==> src/rtl/ball_motion_if.sv <==
// Ball engine bus: per-frame strobe, serve and paddle position in; ball position and status out.
interface ball_motion_if;
  logic       frame_start;
  logic       serve;
  logic [9:0] paddle_x;
  logic [9:0] paddle_y;
  logic [9:0] ball_x;
  logic [9:0] ball_y;
  logic       in_play;
  logic       hit_pulse;
  logic       miss_pulse;
  logic [7:0] hit_count;
  logic [7:0] miss_count;

  modport master (
    output frame_start, serve, paddle_x, paddle_y,
    input  ball_x, ball_y, in_play, hit_pulse, miss_pulse, hit_count, miss_count
  );

  modport slave (
    input  frame_start, serve, paddle_x, paddle_y,
    output ball_x, ball_y, in_play, hit_pulse, miss_pulse, hit_count, miss_count
  );
endinterface

==> src/rtl/ball_motion.sv <==
// Frame-rate ball physics: wall/paddle bounces, miss detection, hit/miss counters, timed re-serve.
// Optional BALL_SPEEDUP_EN: each paddle hit raises speed by one, capped at MAX_SPEED.
module ball_motion #(
  parameter int unsigned SCREEN_W    = 640,
  parameter int unsigned SCREEN_H    = 480,
  parameter int unsigned BALL_SIZE   = 8,
  parameter int unsigned PADDLE_W    = 8,
  parameter int unsigned PADDLE_H    = 64,
  parameter int unsigned SPEED       = 2,
  parameter int unsigned MAX_SPEED   = 6,
  parameter int unsigned SERVE_DELAY = 60
) (
  input logic          clk,
  input logic          reset_n,
  ball_motion_if.slave bus
);
  localparam int unsigned XW    = 10;
  localparam int unsigned CW    = 8;
  localparam int unsigned PW    = 12;
  localparam int unsigned SPMAX = (MAX_SPEED > SPEED) ? MAX_SPEED : SPEED;
  localparam int unsigned SW    = $clog2(SPMAX + 1);
  localparam int unsigned TW    = (SERVE_DELAY > 1) ? $clog2(SERVE_DELAY) : 1;

  localparam logic [XW-1:0] X_MAX = XW'(SCREEN_W - BALL_SIZE);
  localparam logic [XW-1:0] Y_MAX = XW'(SCREEN_H - BALL_SIZE);
  localparam logic [XW-1:0] X_CTR = XW'((SCREEN_W - BALL_SIZE) / 2);
  localparam logic [XW-1:0] Y_CTR = XW'((SCREEN_H - BALL_SIZE) / 2);

  localparam logic signed [PW-1:0] ZERO_S  = '0;
  localparam logic signed [PW-1:0] X_MAX_S = PW'(SCREEN_W - BALL_SIZE);
  localparam logic signed [PW-1:0] Y_MAX_S = PW'(SCREEN_H - BALL_SIZE);
  localparam logic signed [PW-1:0] BALL_S  = PW'(BALL_SIZE);
  localparam logic signed [PW-1:0] PAD_W_S = PW'(PADDLE_W);
  localparam logic signed [PW-1:0] PAD_H_S = PW'(PADDLE_H);

  localparam logic [SW-1:0] SPEED_INIT = SW'(SPEED);
  localparam logic [TW-1:0] TMR_LOAD   = TW'(SERVE_DELAY - 1);
`ifdef BALL_SPEEDUP_EN
  localparam logic [SW-1:0] SPEED_TOP  = SW'(MAX_SPEED);
`endif

  typedef enum logic [1:0] {ST_IDLE, ST_SERVE, ST_PLAY, ST_MISS} state_e;

  state_e        state_q, state_d;
  logic [XW-1:0] bx_q, bx_d, by_q, by_d;
  logic          dx_neg_q, dx_neg_d, dy_neg_q, dy_neg_d;
  logic [SW-1:0] speed_q, speed_d;
  logic [TW-1:0] timer_q, timer_d;
  logic          in_play_q, in_play_d;
  logic          hit_q, hit_d, miss_q, miss_d;
  logic [CW-1:0] hit_cnt_q, hit_cnt_d, miss_cnt_q, miss_cnt_d;

  logic signed [PW-1:0] bx_s, by_s, spd_s, nx, ny, px_s, py_s, px_end;
  logic                 hit_c, miss_c;

  // Candidate position and paddle geometry in signed 12-bit space, so nothing wraps at 10 bits
  assign bx_s   = $signed(PW'(bx_q));
  assign by_s   = $signed(PW'(by_q));
  assign spd_s  = $signed(PW'(speed_q));
  assign px_s   = $signed(PW'(bus.paddle_x));
  assign py_s   = $signed(PW'(bus.paddle_y));
  assign nx     = dx_neg_q ? (bx_s - spd_s) : (bx_s + spd_s);
  assign ny     = dy_neg_q ? (by_s - spd_s) : (by_s + spd_s);
  assign px_end = px_s + PAD_W_S;

  assign hit_c  = dx_neg_q && (nx <= px_end) && ((nx + BALL_S) > px_s) &&
                  ((by_s + BALL_S) > py_s) && (by_s < (py_s + PAD_H_S));
  assign miss_c = dx_neg_q && (nx <= ZERO_S);

  always_comb begin
    state_d    = state_q;
    bx_d       = bx_q;
    by_d       = by_q;
    dx_neg_d   = dx_neg_q;
    dy_neg_d   = dy_neg_q;
    speed_d    = speed_q;
    timer_d    = timer_q;
    hit_d      = 1'b0;
    miss_d     = 1'b0;
    hit_cnt_d  = hit_cnt_q;
    miss_cnt_d = miss_cnt_q;
    if (bus.frame_start) begin
      unique case (state_q)
        ST_IDLE: begin
          bx_d = X_CTR;
          by_d = Y_CTR;
          if (bus.serve) begin
            state_d = ST_SERVE;
            timer_d = TMR_LOAD;
          end
        end
        ST_SERVE: begin
          bx_d = X_CTR;
          by_d = Y_CTR;
          if (timer_q == '0) begin
            state_d  = ST_PLAY;
            dx_neg_d = 1'b0;
          end else begin
            timer_d = timer_q - 1'b1;
          end
        end
        ST_PLAY: begin
          // Vertical and horizontal outcomes are independent so a corner applies both
          if (ny <= ZERO_S) begin
            by_d     = '0;
            dy_neg_d = 1'b0;
          end else if (ny >= Y_MAX_S) begin
            by_d     = Y_MAX;
            dy_neg_d = 1'b1;
          end else begin
            by_d = XW'(ny);
          end
          if (nx >= X_MAX_S) begin
            bx_d     = X_MAX;
            dx_neg_d = 1'b1;
          end else if (hit_c) begin
            bx_d     = (px_end > X_MAX_S) ? X_MAX : XW'(px_end);
            dx_neg_d = 1'b0;
            hit_d    = 1'b1;
            if (hit_cnt_q != '1) hit_cnt_d = hit_cnt_q + 1'b1;
`ifdef BALL_SPEEDUP_EN
            if (speed_q < SPEED_TOP) speed_d = speed_q + 1'b1;
`endif
          end else if (miss_c) begin
            bx_d    = '0;
            state_d = ST_MISS;
            miss_d  = 1'b1;
            if (miss_cnt_q != '1) miss_cnt_d = miss_cnt_q + 1'b1;
          end else begin
            bx_d = XW'(nx);
          end
        end
        ST_MISS: begin
          state_d  = ST_SERVE;
          timer_d  = TMR_LOAD;
          bx_d     = X_CTR;
          by_d     = Y_CTR;
          dy_neg_d = ~dy_neg_q;
          speed_d  = SPEED_INIT;
        end
        default: state_d = ST_IDLE;
      endcase
    end
    in_play_d = (state_d == ST_PLAY);
  end

  always_ff @(posedge clk or negedge reset_n) begin
    if (!reset_n) begin
      state_q    <= ST_IDLE;
      bx_q       <= X_CTR;
      by_q       <= Y_CTR;
      dx_neg_q   <= 1'b0;
      dy_neg_q   <= 1'b0;
      speed_q    <= SPEED_INIT;
      timer_q    <= '0;
      in_play_q  <= 1'b0;
      hit_q      <= 1'b0;
      miss_q     <= 1'b0;
      hit_cnt_q  <= '0;
      miss_cnt_q <= '0;
    end else begin
      state_q    <= state_d;
      bx_q       <= bx_d;
      by_q       <= by_d;
      dx_neg_q   <= dx_neg_d;
      dy_neg_q   <= dy_neg_d;
      speed_q    <= speed_d;
      timer_q    <= timer_d;
      in_play_q  <= in_play_d;
      hit_q      <= hit_d;
      miss_q     <= miss_d;
      hit_cnt_q  <= hit_cnt_d;
      miss_cnt_q <= miss_cnt_d;
    end
  end

  assign bus.ball_x     = bx_q;
  assign bus.ball_y     = by_q;
  assign bus.in_play    = in_play_q;
  assign bus.hit_pulse  = hit_q;
  assign bus.miss_pulse = miss_q;
  assign bus.hit_count  = hit_cnt_q;
  assign bus.miss_count = miss_cnt_q;
endmodule

==> src/flat_wrapper.sv <==
// flat-port wrapper written by rule: the top's interface ports become plain ports
module ball_motion_flat 
#(
  parameter int unsigned SCREEN_W    = 640,
  parameter int unsigned SCREEN_H    = 480,
  parameter int unsigned BALL_SIZE   = 8,
  parameter int unsigned PADDLE_W    = 8,
  parameter int unsigned PADDLE_H    = 64,
  parameter int unsigned SPEED       = 2,
  parameter int unsigned MAX_SPEED   = 6,
  parameter int unsigned SERVE_DELAY = 60
)
  (clk, reset_n, bus_frame_start, bus_serve, bus_paddle_x, bus_paddle_y, bus_ball_x, bus_ball_y, bus_in_play, bus_hit_pulse, bus_miss_pulse, bus_hit_count, bus_miss_count);
  ball_motion_if bus_i ();
  input logic clk;
  input logic reset_n;
  input wire logic [$bits(bus_i.frame_start)-1:0] bus_frame_start;
  input wire logic [$bits(bus_i.serve)-1:0] bus_serve;
  input wire logic [$bits(bus_i.paddle_x)-1:0] bus_paddle_x;
  input wire logic [$bits(bus_i.paddle_y)-1:0] bus_paddle_y;
  output wire logic [$bits(bus_i.ball_x)-1:0] bus_ball_x;
  output wire logic [$bits(bus_i.ball_y)-1:0] bus_ball_y;
  output wire logic [$bits(bus_i.in_play)-1:0] bus_in_play;
  output wire logic [$bits(bus_i.hit_pulse)-1:0] bus_hit_pulse;
  output wire logic [$bits(bus_i.miss_pulse)-1:0] bus_miss_pulse;
  output wire logic [$bits(bus_i.hit_count)-1:0] bus_hit_count;
  output wire logic [$bits(bus_i.miss_count)-1:0] bus_miss_count;
  assign bus_i.frame_start = bus_frame_start;
  assign bus_i.serve = bus_serve;
  assign bus_i.paddle_x = bus_paddle_x;
  assign bus_i.paddle_y = bus_paddle_y;
  assign bus_ball_x = bus_i.ball_x;
  assign bus_ball_y = bus_i.ball_y;
  assign bus_in_play = bus_i.in_play;
  assign bus_hit_pulse = bus_i.hit_pulse;
  assign bus_miss_pulse = bus_i.miss_pulse;
  assign bus_hit_count = bus_i.hit_count;
  assign bus_miss_count = bus_i.miss_count;
  ball_motion #(.SCREEN_W(SCREEN_W), .SCREEN_H(SCREEN_H), .BALL_SIZE(BALL_SIZE), .PADDLE_W(PADDLE_W), .PADDLE_H(PADDLE_H), .SPEED(SPEED), .MAX_SPEED(MAX_SPEED), .SERVE_DELAY(SERVE_DELAY)) u_core (.clk(clk), .reset_n(reset_n), .bus(bus_i));
endmodule
==> config.mk <==
export PLATFORM = sky130hd
export DESIGN_NAME = ball_motion_flat
export DESIGN_NICKNAME = d
export VERILOG_FILES = /design/src/rtl/ball_motion_if.sv /design/src/rtl/ball_motion.sv /design/src/flat_wrapper.sv
export SDC_FILE = /design/constraint.sdc
export NUM_CORES = 1
export LEC_CHECK = 0
export CAP_MARGIN = 5
export CORE_ASPECT_RATIO = 0.5
export CORE_MARGIN = 2
export CORE_UTILIZATION = 55
export DETAILED_ROUTE_END_ITERATION = 6
export PLACE_DENSITY = 0.85
export SKIP_CTS_REPAIR_TIMING = 1
export SYNTH_ARGS = -nofsm -noshare
export SYNTH_HDL_FRONTEND = slang
export SYNTH_SLANG_ARGS = --single-unit
==> constraint.sdc <==
create_clock -name clk -period 7.7 [get_ports clk]
set_clock_uncertainty 0.1 [all_clocks]
set_input_delay 2.31 -clock clk [delete_from_list [all_inputs] [get_ports clk]]
set_output_delay 2.31 -clock clk [all_outputs]
set_load 0.01 [all_outputs]
==> summary.txt, run 1 <==
Critical path
  – CP arrival: 5.95 ns
  – CP Class: input pin to flip-flop
  – Critical Path Start Type: input pin
  – Req. time, crit path: 7.77 ns
  – Setup crit end kind: flip-flop
  – Reg2reg setup slack: 2.82 ns
  – Worst-path maximum fanout: 38

Place
  – Pre-CTS WS: 1.57 ns
  – Placed cell areas: 5270 µm²
  – Final HPWL DP: 8610 µm
  – Placer Congestion: 0.997
  – PortBufs: 61

Die
  – FP Rows: 23
  – Initial Util: 0.572
  – Die height: 68.9 µm
  – Die ar.: 9210 µm²
  – Core box area: 8090 µm²
  – Horiz. Die Dim: 134 µm
  – IO Pins: 63

Detailed routing
  – Routed Antenna Nets: 0
  – Iter 0 DRT Violations: 492
  – Post-Route WL: 11,700 µm
  – Drt drc: 0
  – First-pass iteration count of the detailed router: 5
  – Vias per cell: 6.02
  – Via count: 4,268
  – WL/cell: 16.5 µm

Clock tree
  – Worst-Skew Late Latency: 0.29 ns
  – Clock sinks: 48
  – Maximum clock insertion buffer count: 2
  – Clk root buf: clkbuf_16
  – H-tree depth: 2
  – Clock transition at the registers of the reported paths: 0.07 ns
  – CTS Buf Count: 5
  – CTS tree: built

GRT
  – First-pass GRT wire length: 19,200 µm
  – Number of global-route vias before repair: 3,934
  – GRT Residual Overflow: 0
  – Total GRT Usage: 0.259
  – Initial antenna violation count: 0
  – Pin count of the biggest net entering global routing: 49

Timing
  – Final Max Slew Viols: 0
  – RSZ-0062 raised after global routing: false
  – Max-slew headroom: 0.272
  – Final Setup Violations: 0
  – Tmin final: 5.88 ns
  – Tcrit/Tclk final: 0.764
  – Final WS setup: 1.82 ns
  – Fmax: 0.170 GHz
  – Final Hold Vio Count: 0
  – Min Hold Slack: 0.387 ns
  – Worst-Margin Slew: 1.09 ns
  – Setup TNS: 0 ns

Finish
  – Share of cells above drive strength 1: 0.0620
  – Nets@finish: 672
  – Most frequent cells in the layout: clkdlybuf4s50_1, ha_1, inv_1, nand2_1
  – Finished Cell Area: 5440 µm²
  – Antenna fix cells: 0
  – Most common cell after layout, fill and taps aside: clkdlybuf4s50_1
  – Layout area overhead: 17.7%
  – Filler cell count: 650

Logic synthesis
  – Synth Cell Area: 4630 µm²
  – Yosys warns: 0
  – Register area share after synthesis: 0.262
  – Mux cell area share after synthesis: 0.0168
  – Synth Net Count: 625
  – Ys async rst share: 1.00
  – Largest family of logic cells by synthesized area: simple AND/OR/NAND/NOR gates
  – Synthesized flop and latch total: 48
  – Post-Synth Adder-Cell Area: 0.141
  – Top_reg_cell synth: dfrtp_1
  – Syn_area_per_cell: 8.43 µm²
  – Cell variety after synth: 73
  – Synth Area in Simple Gates: 0.252
  – Compound-Gate Fraction of Synth Area: 0.166
  – EDFF count, synth: 0
  – Xor/xnor share of the synthesized area: 0.0965
  – Post-Synthesis Cells: 549

Pwr
  – Peak supply drop: 0.0856 mV
  – Leakage: 2.31 nW
  – Power per Cell Area: 119 nW/µm²
  – Power Total: 0.000648 W

Hold path
  – HP Class: flip-flop to flip-flop

Status
  – Run status: finished clean

Job
  – Max_cap viols: 0
[worst paths after layout]
| path | from | end | cells after the start |
|---|---|---|---|
| min | u_core.timer_q[0] | u_core.timer_q[0] | 1 |
| max in group asynchronous | reset_n | u_core.bus.miss_pulse | 1 |
| min in group asynchronous | reset_n | u_core.timer_q[3] | 1 |
| max | bus_paddle_x[5] | u_core.bus.hit_count[1] | 15 |
| min reg2reg | u_core.timer_q[0] | u_core.timer_q[0] | 1 |
| max reg2reg | u_core.bus.ball_x[1] | u_core.bus.hit_count[1] | 17 |
[metal layers]
metal,global-route usage,vias to the layer above,routed length (µm)
met5,0,-,0
met4,0.0612,0,140
met3,0.0453,21,846
met2,0.429,165,5200
met1,0.359,2007,5520
li1,-,2075,-
[critical path, stage by stage]
cell and delay, ns:
clkdlybuf4s50_1 0.56, and3_1 0.19, and2_1 0.15, nand2_1 0.07
xnor2_1 0.28, inv_1 0.08, ha_1 0.30, a21o_1 0.20
a21oi_1 0.19, a211o_1 0.14, a31oi_1 0.06, a2111oi_4 0.33
buf_4 0.40, nor4b_4 0.32, mux2_1 0.36
[metrics by stage]
stage / std cells / util
floorplan: 549 / -
global placement: 701 / 0.652
detailed placement: 701 / 0.652
CTS: 709 / 0.673
global route: 709 / 0.673
finish: 709 / 0.673
[kinds of logic (layout without fill, tap and decap cells)]
| logic type | count (synthesis) | in the layout |
|---|---|---|
| AOI/OAI and AO/OA | 113 | 113 |
| xor gates and xnor gates | 48 | 48 |
| adders and majority gates | 52 | 52 |
| buffers and inverters | 69 | 117 |
| DFF | 48 | 48 |
| muxes | 7 | 7 |
| other | 1 | 1 |
| and+or+nand+nor | 211 | 211 |
[sequential cells by signal, indices dropped and copies added (netlist names), 2 cells and up]
name	flops
u_core.bus.ball_x	10
u_core.bus.ball_y	9
u_core.bus.hit_count	8
u_core.bus.miss_count	8
u_core.timer_q	6
u_core.state_q	2
[where the power goes]
group          leakage (nW)  internal, W  switching, W
combinational          1.62    0.0000506     0.0000657
sequential            0.611     0.000264     0.0000123
clock                0.0804     0.000154      0.000101
total                  2.31     0.000469      0.000179
[cells in the mapped netlist, types with 4 or more instances]
| master | instances | area [µm²] |
|---|---|---|
| nand4_1 | 7 | 43.8 |
| nand4b_1 | 4 | 35.0 |
| nor4_1 | 4 | 25.0 |
| inv_1 | 46 | 173 |
| ha_1 | 52 | 651 |
| or4_1 | 6 | 45.0 |
| nand3_1 | 29 | 145 |
| and2_1 | 12 | 75.1 |
| or3_1 | 7 | 43.8 |
| dfrtp_1 | 38 | 951 |
| a21oi_1 | 29 | 145 |
| o21a_1 | 4 | 30.0 |
| o21ai_0 | 23 | 115 |
| a211oi_1 | 6 | 45.0 |
| mux2i_1 | 4 | 40.0 |
| xnor2_1 | 35 | 307 |
| clkbuf_1 | 11 | 41.3 |
| and4_1 | 7 | 61.3 |
| xor2_1 | 11 | 96.3 |
| a21o_1 | 4 | 30.0 |
| nor3_1 | 14 | 70.1 |
| dfstp_2 | 10 | 263 |
| o311ai_0 | 4 | 35.0 |
| and3_1 | 15 | 93.8 |
| nand2b_1 | 6 | 37.5 |
| a31oi_1 | 7 | 43.8 |
| buf_4 | 4 | 30.0 |
| nor2_1 | 38 | 143 |
| nand2_1 | 40 | 150 |
[final cells by class]
class / count / area, µm² / area share
Tap cell: 112 / 140 / 0.0257
Inverter: 46 / 173 / 0.0317
Clock buffer: 5 / 125 / 0.0230
Clock inverter: 3 / 46.3 / 0.00850
Sequential cell: 48 / 1210 / 0.223
Multi-Input combinational cell: 432 / 3130 / 0.574
Timing Repair Buffer: 63 / 621 / 0.114
Power figures use the tool's default switching activity.
==> run 2: changes to the inputs <==
==> constraint.sdc (replaced) <==
create_clock -name clk -period 6.02 [get_ports clk]
set_clock_uncertainty 0.1 [all_clocks]
set_input_delay 1.806 -clock clk [delete_from_list [all_inputs] [get_ports clk]]
set_output_delay 1.806 -clock clk [all_outputs]
set_load 0.01 [all_outputs]
==> run 2 against run 1 <==
  * Final area up 0.14%
  * Routed wire length decreased by 0.36%
  * Final cell count is 0.56% higher
  * Sequential cell count stayed put
  * Worst setup slack got worse by 1.0 ns
  * Critical path depth shrank 2
  * Core utilization increased by 0.093 points
  * Power rose by 22%
  * Via count grew 1.5%
  * Non-clock buffer count up 4
  * Critical endpoint unchanged
==> summary.txt, run 2 (synthesis gave the netlist of run 1 again) <==
GRT
  – Pin count of the biggest net entering global routing: 49 (unchanged)
  – Total GRT Usage: 0.259 (+0.000450)
  – Number of global-route vias before repair: 4,018 (+2.1%)
  – First-pass GRT wire length: 19,200 µm (unchanged)
  – Initial antenna violation count: 0 (unchanged)
  – GRT Residual Overflow: 0 (unchanged)

Timing
  – Setup TNS: 0 ns (unchanged)
  – Fmax: 0.192 GHz
  – RSZ-0062 raised after global routing: false
  – Tmin final: 5.21 ns
  – Tcrit/Tclk final: 0.866
  – Final Hold Vio Count: 0 (unchanged)
  – Final Max Slew Viols: 0 (unchanged)
  – Worst-Margin Slew: 0.883 ns (-0.209 ns)
  – Max-slew headroom: 0.410 (+0.138)
  – Min Hold Slack: 0.389 ns (+0.00212 ns)
  – Final Setup Violations: 0 (unchanged)

Die
  – Die ar.: 9210 µm² (unchanged)
  – Core box area: 8090 µm² (unchanged)
  – Horiz. Die Dim: 134 µm (unchanged)
  – FP Rows: 23 (unchanged)
  – Initial Util: 0.572 (unchanged)
  – IO Pins: 63 (unchanged)
  – Die height: 68.9 µm (unchanged)

Critical path
  – Crit path from: bus_paddle_x[3]
  – Slowest CP cell: clkdlybuf4s50_1
  – CP arrival: 5.29 ns (-0.66 ns)
  – Crit path depth: 13 (-2)
  – Req. time, crit path: 6.10 ns (-1.67 ns)
  – Buf/Inv on CP: 2 (-1)
  – Reg-to-Reg Start: u_core.bus.ball_x[1]
  – Reg2reg setup slack: 1.46 ns (-1.36 ns)
  – FF-to-FF path depth: 16 (-1)
  – Setup crit end: u_core.bus.hit_count[1]
  – Worst r2r dst: u_core.bus.hit_count[1]
  – Crit path cell chain: clkdlybuf4s50_1, ha_1, nand2_1, xnor2_1, inv_1, ha_1, a21o_1, a21oi_1, a211o_1, a31oi_1, a2111oi_4, nor4b_4, mux2_1
  – Critical Path Start Type: input pin
  – Worst-path maximum fanout: 8 (-79%)
  – Family with the most delay on the worst path: compound AO/OA/AOI/OAI gates
  – CP Class: input pin to flip-flop
  – Worst path most repeated cell: ha_1
  – Slowest stage delay, CP: 0.63 ns (+0.07 ns)
  – Setup crit end kind: flip-flop

Pwr
  – Peak supply drop: 0.121 mV (+41%)
  – Power per Cell Area: 145 nW/µm² (+22%)
  – Leakage: 2.33 nW (+0.72%)

Clock tree
  – Worst-Skew Late Latency: 0.29 ns (about the same)
  – Maximum clock insertion buffer count: 2 (unchanged)
  – H-tree depth: 2 (unchanged)
  – CTS tree: built
  – Clk root buf: clkbuf_16
  – Clock sinks: 48 (unchanged)
  – CTS Buf Count: 5 (unchanged)
  – Clock transition at the registers of the reported paths: 0.07 ns (about the same)

Finish
  – Share of cells above drive strength 1: 0.0682 (+0.00624)
  – Nets@finish: 676 (+0.60%)
  – Most frequent cells in the layout: clkdlybuf4s50_1, ha_1, inv_1, nand2_1
  – Most common cell after layout, fill and taps aside: clkdlybuf4s50_1
  – Antenna fix cells: 0 (unchanged)
  – Max reg flops: 10 (unchanged)
  – Layout area overhead: 17.8%

Detailed routing
  – Drt drc: 0 (unchanged)
  – First-pass iteration count of the detailed router: 5 (unchanged)
  – Top Layer Used: met4
  – Met3 wire len: 694 µm (-18%)
  – Iter 0 DRT Violations: 443 (-10%)
  – WL/cell: 16.4 µm (-0.92%)
  – Met2 WL: 5160 µm (-0.92%)
  – Post-Route WL: 11,700 µm (-0.36%)
  – Via count: 4,333 (+1.5%)
  – DRT met1 WL: 5650 µm (+2.2%)
  – Vias per cell: 6.08 (+0.95%)
  – Routed Antenna Nets: 0 (unchanged)

Job
  – Max_cap viols: 0 (unchanged)

Place
  – PortBufs: 61 (unchanged)
  – Final HPWL DP: 8770 µm (+1.8%)
  – Placer Congestion: 0.899 (-9.8%)

Hold path
  – Min-delay src: u_core.bus.miss_count[5]
  – HP Class: flip-flop to flip-flop

Status
  – Run status: finished clean
-- run 2: cell count changes in the layout (fill, tap and decap cells not counted), sizes merged --
cell      previous run  this run
bufinv               1         0
clkinv               0         2
clkinvlp             1         0
buf                  3         7
inv                 47        46
clkbuf               5         6
-- run 2: area by class of cell --
type / count / area [µm²]
inverter: 46 / 173
timing repair buffer: 67 / 651
tap: 112 / 140
clock buffer: 6 / 139
clock inverter: 2 / 10.0
multi-input combinational: 432 / 3130
sequential: 48 / 1210
fill: 674 / 2640
-- run 2: power breakdown --
group	switching [W]	internal [W]	total (W)	leakage, nW
registers	0.0000162	0.000338	0.000354	0.611
logic	0.0000825	0.0000649	0.000147	1.64
clock network	0.000124	0.000164	0.000288	0.0766
total	0.000222	0.000567	0.000789	2.33
-- run 2: metrics by stage --
stage,total power (W),util,std cells,setup slack (ns),instance area (µm²)
3_3_place_gp,0.000499,0.656,705,0.649,5300
4_1_cts,0.000794,0.674,713,0.859,5450
3_5_place_dp,0.000504,0.656,705,0.566,5300
5_1_grt,0.000831,0.674,713,0.554,5450
2_1_floorplan,0.000453,-,549,1.43,4630
6_report,0.000789,0.674,713,0.808,5450
-- run 2: how the worst min path moves through the flow --
stage                                     to  slack [ns]  depth (start not counted)
finish              u_core.bus.miss_count[5]        0.39                          1
global route         u_core.bus.hit_count[4]        0.44                          1
global placement     u_core.bus.hit_count[4]        0.38                          1
floorplan                  u_core.timer_q[0]        0.36                          1
detailed placement  u_core.bus.miss_count[5]        0.38                          1
CTS                 u_core.bus.miss_count[5]        0.40                          1
-- run 2: routing by layer --
layer | vias up | GRT usage
met4 | 0 | 0.0838
met5 | - | 0
met3 | 23 | 0.0468
li1 | 2084 | -
met1 | 2051 | 0.356
met2 | 175 | 0.422
